===== src/rtl/alu_exec_stage.sv =====
// alu_exec_stage: execute-stage ALU with registered, valid/ready result output.
// Shifts use an iterative 1-bit/cycle shifter by default; define
// ALU_EXEC_FAST_SHIFT_EN to replace it with a single-cycle barrel shifter.
module alu_exec_stage #(
    parameter int XLEN = 32
) (
    input  logic            clk,
    input  logic            rst_n,
    input  logic            in_valid,
    output logic            in_ready,
    input  logic [3:0]      alu_op,
    input  logic [XLEN-1:0] op_a,
    input  logic [XLEN-1:0] op_b,
    input  logic [4:0]      rd_in,
    input  logic            flush,
    output logic            out_valid,
    input  logic            out_ready,
    output logic [XLEN-1:0] out_result,
    output logic [4:0]      out_rd,
    output logic            busy
);

    typedef enum logic [0:0] {
        IDLE  = 1'b0,
        SHIFT = 1'b1
    } state_t;

    state_t          state;
    state_t          state_nxt;
    logic [XLEN-1:0] alu_res;
    logic [XLEN-1:0] shreg;
    logic [XLEN-1:0] shreg_step;
    logic [4:0]      cnt;
    logic [4:0]      sh_rd;
    logic [1:0]      sh_kind;
    logic [4:0]      shamt;
    logic            is_shift;
    logic            accept;
    logic            go_shift;
    logic            sh_done;

    assign shamt    = op_b[4:0];
    assign is_shift = (alu_op == 4'd5) || (alu_op == 4'd6) || (alu_op == 4'd7);

    // single-cycle result for every op that completes on the accept edge
    always_comb begin
        alu_res = '0;
        case (alu_op)
            4'd0: alu_res = op_a + op_b;
            4'd1: alu_res = op_a - op_b;
            4'd2: alu_res = op_a ^ op_b;
            4'd3: alu_res = op_a | op_b;
            4'd4: alu_res = op_a & op_b;
`ifdef ALU_EXEC_FAST_SHIFT_EN
            4'd5: alu_res = op_a << shamt;
            4'd6: alu_res = op_a >> shamt;
            4'd7: alu_res = $unsigned($signed(op_a) >>> shamt);
`else
            // only reached with shamt == 0; nonzero amounts go through SHIFT
            4'd5, 4'd6, 4'd7: alu_res = op_a;
`endif
            4'd8: alu_res = {{(XLEN-1){1'b0}}, ($signed(op_a) < $signed(op_b))};
            4'd9: alu_res = {{(XLEN-1){1'b0}}, (op_a < op_b)};
            default: alu_res = '0;
        endcase
    end

    // one-bit step of the iterative shifter (kind = low bits of the shift op code)
    always_comb begin
        shreg_step = shreg;
        case (sh_kind)
            2'b01:   shreg_step = shreg << 1;
            2'b10:   shreg_step = shreg >> 1;
            default: shreg_step = {shreg[XLEN-1], shreg[XLEN-1:1]};
        endcase
    end

    // handshake, accept decode and next-state logic
    always_comb begin
        state_nxt = state;
        in_ready  = (state == IDLE) && (!out_valid || out_ready) && !flush;
        accept    = in_valid && in_ready;
`ifdef ALU_EXEC_FAST_SHIFT_EN
        go_shift  = 1'b0;
        busy      = 1'b0;
`else
        go_shift  = accept && is_shift && (shamt != 5'd0);
        busy      = (state == SHIFT);
`endif
        sh_done   = (state == SHIFT) && (cnt == 5'd1);
        case (state)
            IDLE:    if (go_shift) state_nxt = SHIFT;
            SHIFT:   if (flush || sh_done) state_nxt = IDLE;
            default: state_nxt = IDLE;
        endcase
    end

    // state register
    always_ff @(posedge clk or negedge rst_n) begin
        if (!rst_n) begin
            state <= IDLE;
        end else begin
            state <= state_nxt;
        end
    end

    // output register and shifter datapath; flush outranks everything
    always_ff @(posedge clk or negedge rst_n) begin
        if (!rst_n) begin
            out_valid  <= 1'b0;
            out_result <= '0;
            out_rd     <= '0;
            shreg      <= '0;
            cnt        <= '0;
            sh_rd      <= '0;
            sh_kind    <= '0;
        end else if (flush) begin
            out_valid <= 1'b0;
            cnt       <= '0;
        end else if (accept && !go_shift) begin
            out_valid  <= 1'b1;
            out_result <= alu_res;
            out_rd     <= rd_in;
        end else if (go_shift) begin
            // previous result (if any) retires on this edge since in_ready implied out_ready
            out_valid <= 1'b0;
            shreg     <= op_a;
            cnt       <= shamt;
            sh_rd     <= rd_in;
            sh_kind   <= alu_op[1:0];
        end else if (state == SHIFT) begin
            shreg <= shreg_step;
            cnt   <= cnt - 5'd1;
            if (sh_done) begin
                out_valid  <= 1'b1;
                out_result <= shreg_step;
                out_rd     <= sh_rd;
            end
        end else if (out_valid && out_ready) begin
            out_valid <= 1'b0;
        end
    end

endmodule

===== config.mk =====
export PLATFORM = sky130hd
export DESIGN_NAME = alu_exec_stage
export DESIGN_NICKNAME = d
export VERILOG_FILES = /design/src/rtl/alu_exec_stage.sv
export SDC_FILE = /design/constraint.sdc
export NUM_CORES = 1
export LEC_CHECK = 0
export BUFFER_PORTS_ARGS = -buffer_cell sky130_fd_sc_hd__buf_4
export CORE_MARGIN = 2
export CORE_UTILIZATION = 40
export CTS_CLUSTER_DIAMETER = 120
export DETAILED_ROUTE_END_ITERATION = 12
export GPL_ROUTABILITY_DRIVEN = 0
export PLACE_DENSITY_LB_ADDON = 0.3
export SLEW_MARGIN = 30
export SYNTH_ARGS = -nofsm -noshare
export SYNTH_HDL_FRONTEND = slang
export SYNTH_SLANG_ARGS = --single-unit
export TNS_END_PERCENT = 5

===== constraint.sdc =====
create_clock -name clk -period 2.46 [get_ports clk]
set_input_delay 0.492 -clock clk [delete_from_list [all_inputs] [get_ports clk]]
set_output_delay 0.492 -clock clk [all_outputs]
set_load 0.05 [all_outputs]

==> impl_results.md <==
* Status: finished, violations left
* Failing checks: setup timing
* Hold crit path type: in2async
* Vert. Die Dim at approximately 160 µm
* NumNets Final at 1891
* TritonRoute pass-1 iters at 6
* Post-synth top cells: a21oi_1, nor2_1, ha_1
* Initial Util at 0.405
* Most common cell in the netlist: a21oi_1
* Cell taking the most area after synthesis: dfrtp_1
* Routed Antenna Nets at 0
* Antenna diode count at 0
* DP Area at approximately 13000 µm²
* EDFF count, synth at 0
* Worst path required time at 2.74 ns
* Kind of critical path: in2reg
* RSZ-0062 raised after global routing: true
* Largest family of logic cells by synthesized area: compound AO/OA/AOI/OAI gates
* FFs w/ async S/R, synth at 1.00
* Fillers at 2205
* Global-route wire length before repair at 60900 µm
* Pin count of the biggest net entering global routing at 49
* Post-Synth Simple-Gate Area at 0.164
* Synth Area in Compound Gates at 0.326
* Die Area at between 20000 and 30000 µm²
* Drt initial violations at approximately 1100
* PnR worst setup slack at -0.490 ns
* CP Launch Type: primary input
* Cell area after layout at approximately 14000 µm²
* Register area at 2080 µm²
* CTS Sinks at 83
* Post-CTS Setup Bufs at 0
* Routed vias/inst at 5.78
* Final wirelength at approximately 38000 µm
* Vias in the first global route at 11673
* CTS max path bufs at 2
* Worst hold slack at 0.118 ns
* CTS buffer count at 9
* M1 WL at around 15000 µm
* MaxCap Viol Count at 0
* Synthesis-to-layout area growth at 43.9%
* Post-Synth XOR/XNOR Area at 0.0188
* DP HPWL at slightly above 30000 µm
* Slew headroom at 0.623
* Root Driver: clkbuf_16
* Final number of setup-violating endpoints at 26
* Min Tclk post-route at 2.95 ns
* Critical Path End Type: flop
* Critical Path AT at 3.23 ns
* Max IR drop VDD at 453 µV
* Highest metal used: met4
* GRT Total Usage at 0.295
* Clk slew on worst S/H paths at 0.06 ns
* Max H-tree Level at 3
* Final Hold Fails at 0
* Pwr Density at 564 nW/µm²
* Synth Register Bits at 83
* Port-buffer cells at 117
* Syn Inst Count at 1314
* Multi-input logic area at 7310 µm²
* Num ports at 118
* Clock skew at 0.00632 ns
* Synth Area per Inst at 7.46 µm²
* Post-route DRC at 0
* Overflow after GRT at 0
* Area share of fa/ha/maj cells after synthesis at 0.153
* Static leakage at 6.48 nW
* Most common flop cell mapped by yosys: dfrtp_1
* Area contributors post-synth: dfrtp_1, ha_1, a21oi_1
* Yosys warning total at 0
* Share of layout cells above drive strength 1 at 0.330
* Met2 wire len at 17600 µm
* Core Region at about 24000 µm²
* Max-slew violations at 0
* Post-Syn Area at ~9800 µm²
* Overall via count from detail_route at about 12000
* Antenna violations before repair at 0
* Cell Rows at 57
* F_max at around 340 MHz
* Syn nets at 1511
* Tightest Pin Transition at 0.561 ns
* Max FO, Critical Path at 5
* DR WL/cell at 18.9 µm
* Seq/Total Area, Yosys at 0.212
* DR WL met3 at 2780 µm
* Final Cycle Share at 1.20
* Unique masters post-synth at 80
* Hold buffer count at cts at 0
* Worst skew pair latency at 0.34 ns
* Die span in x at 161 µm
* CTS tree: done
* Post-synthesis mux area share at 0.0437
* Area share of the largest cell type after synthesis at 0.212
## area by class of cell
class,count,share of cell area
multi-input combinational,1036,0.519
clock buffer,10,0.0162
inverter,103,0.0274
clock inverter,6,0.00648
timing repair buffer,461,0.255
sequential,83,0.147
tap,324,0.0288
## registers in the layout, summed over array words and instances, names as in the netlist
register    cells
busy            1
cnt             5
out_rd          5
out_result     32
out_valid       1
sh_kind         2
sh_rd           5
shreg          32
## routing by layer
layer | track usage | vias to the layer above
li1 | - | 5529
met1 | 0.367 | 5468
met2 | 0.488 | 549
met3 | 0.0434 | 154
met4 | 0.166 | 0
met5 | 0 | -
## critical path, stage by stage
cell and delay (ns):
buf_4 0.10, ha_4 0.12, inv_2 0.04, fa_2 0.35, nand2b_4 0.16, a21oi_4 0.20, o21ai_4 0.10, buf_4 0.17
o31a_1 0.30, o41a_1 0.42, buf_4 0.18, nor4_2 0.22, nor3_1 0.09, o21ai_1 0.10, o221a_2 0.19
## through the flow
step / total power [W] / TNS (ns) / setup WS [ns] / cells / util
3_5_place_dp: 0.00635 / -25.07 / -1.13 / 2007 / 0.557
2_1_floorplan: 0.00457 / -6.56 / -0.598 / 1314 / -
6_report: 0.00795 / -9.40 / -0.490 / 2023 / 0.583
5_1_grt: 0.00840 / -12.34 / -0.637 / 2023 / 0.583
3_3_place_gp: 0.00626 / -36.46 / -0.991 / 2005 / 0.554
4_1_cts: 0.00788 / -8.82 / -0.487 / 2023 / 0.579
## kinds of logic after synthesis
group / after synthesis
AO/OA/AOI/OAI: 499
multiplexers: 42
buffers and inverters: 195
AND/OR/NAND/NOR: 355
adder cells (fa/ha/maj): 119
XOR/XNOR: 21
flip-flops: 83
## cell usage in the layout, fill, tap and decap left out, types with 10 or more instances in the layout
cell type / n
nand2_1: 102
o21ai_0: 111
o21a_1: 15
o21ai_1: 12
o31ai_1: 10
a22oi_1: 32
a31oi_1: 10
o22ai_1: 31
dfrtp_1: 82
a21oi_2: 12
o221ai_1: 19
nor2_1: 124
mux2i_1: 36
o21bai_1: 18
buf_4: 450
ha_1: 110
nand3_1: 22
a211oi_1: 10
nor3_1: 32
a21oi_1: 126
inv_1: 98
xnor2_1: 17
## final timing paths
check                                            start                    endpoint  slack, ns  depth (start not counted)
worst min register to register   out_rd[0]$_DFFE_PN0P_       out_rd[0]$_DFFE_PN0P_       0.48                          2
worst max register to register  sh_kind[0]$_DFFE_PN0P_  out_result[26]$_DFFE_PN0P_       0.06                         10
min in group clk                              rd_in[1]        sh_rd[1]$_DFFE_PN0P_       0.39                          2
worst max-delay path                           op_b[0]  out_result[26]$_DFFE_PN0P_      -0.49                         15
max in group asynchronous                        rst_n              busy$_DFF_PN0_       1.69                          2
worst min-delay path                             rst_n       shreg[26]$_DFFE_PN0P_       0.12                          1
## where the power goes
part	leakage, nW	switching, W	total, W	internal [W]
Clock	0.145	0.000569	0.00146	0.000891
Combinational	5.30	0.00257	0.00433	0.00176
Sequential	1.04	0.000368	0.00216	0.00179
Total	6.48	0.00351	0.00795	0.00444
## what timing repair did
| item | in CTS | in global routing |
|---|---|---|
| resized for setup | 47 | 14 |
| pin swaps | 27 | 6 |
| endpoints found under the setup margin | 32 | 32 |
No activity file was read; power rests on OpenSTA's default activity.
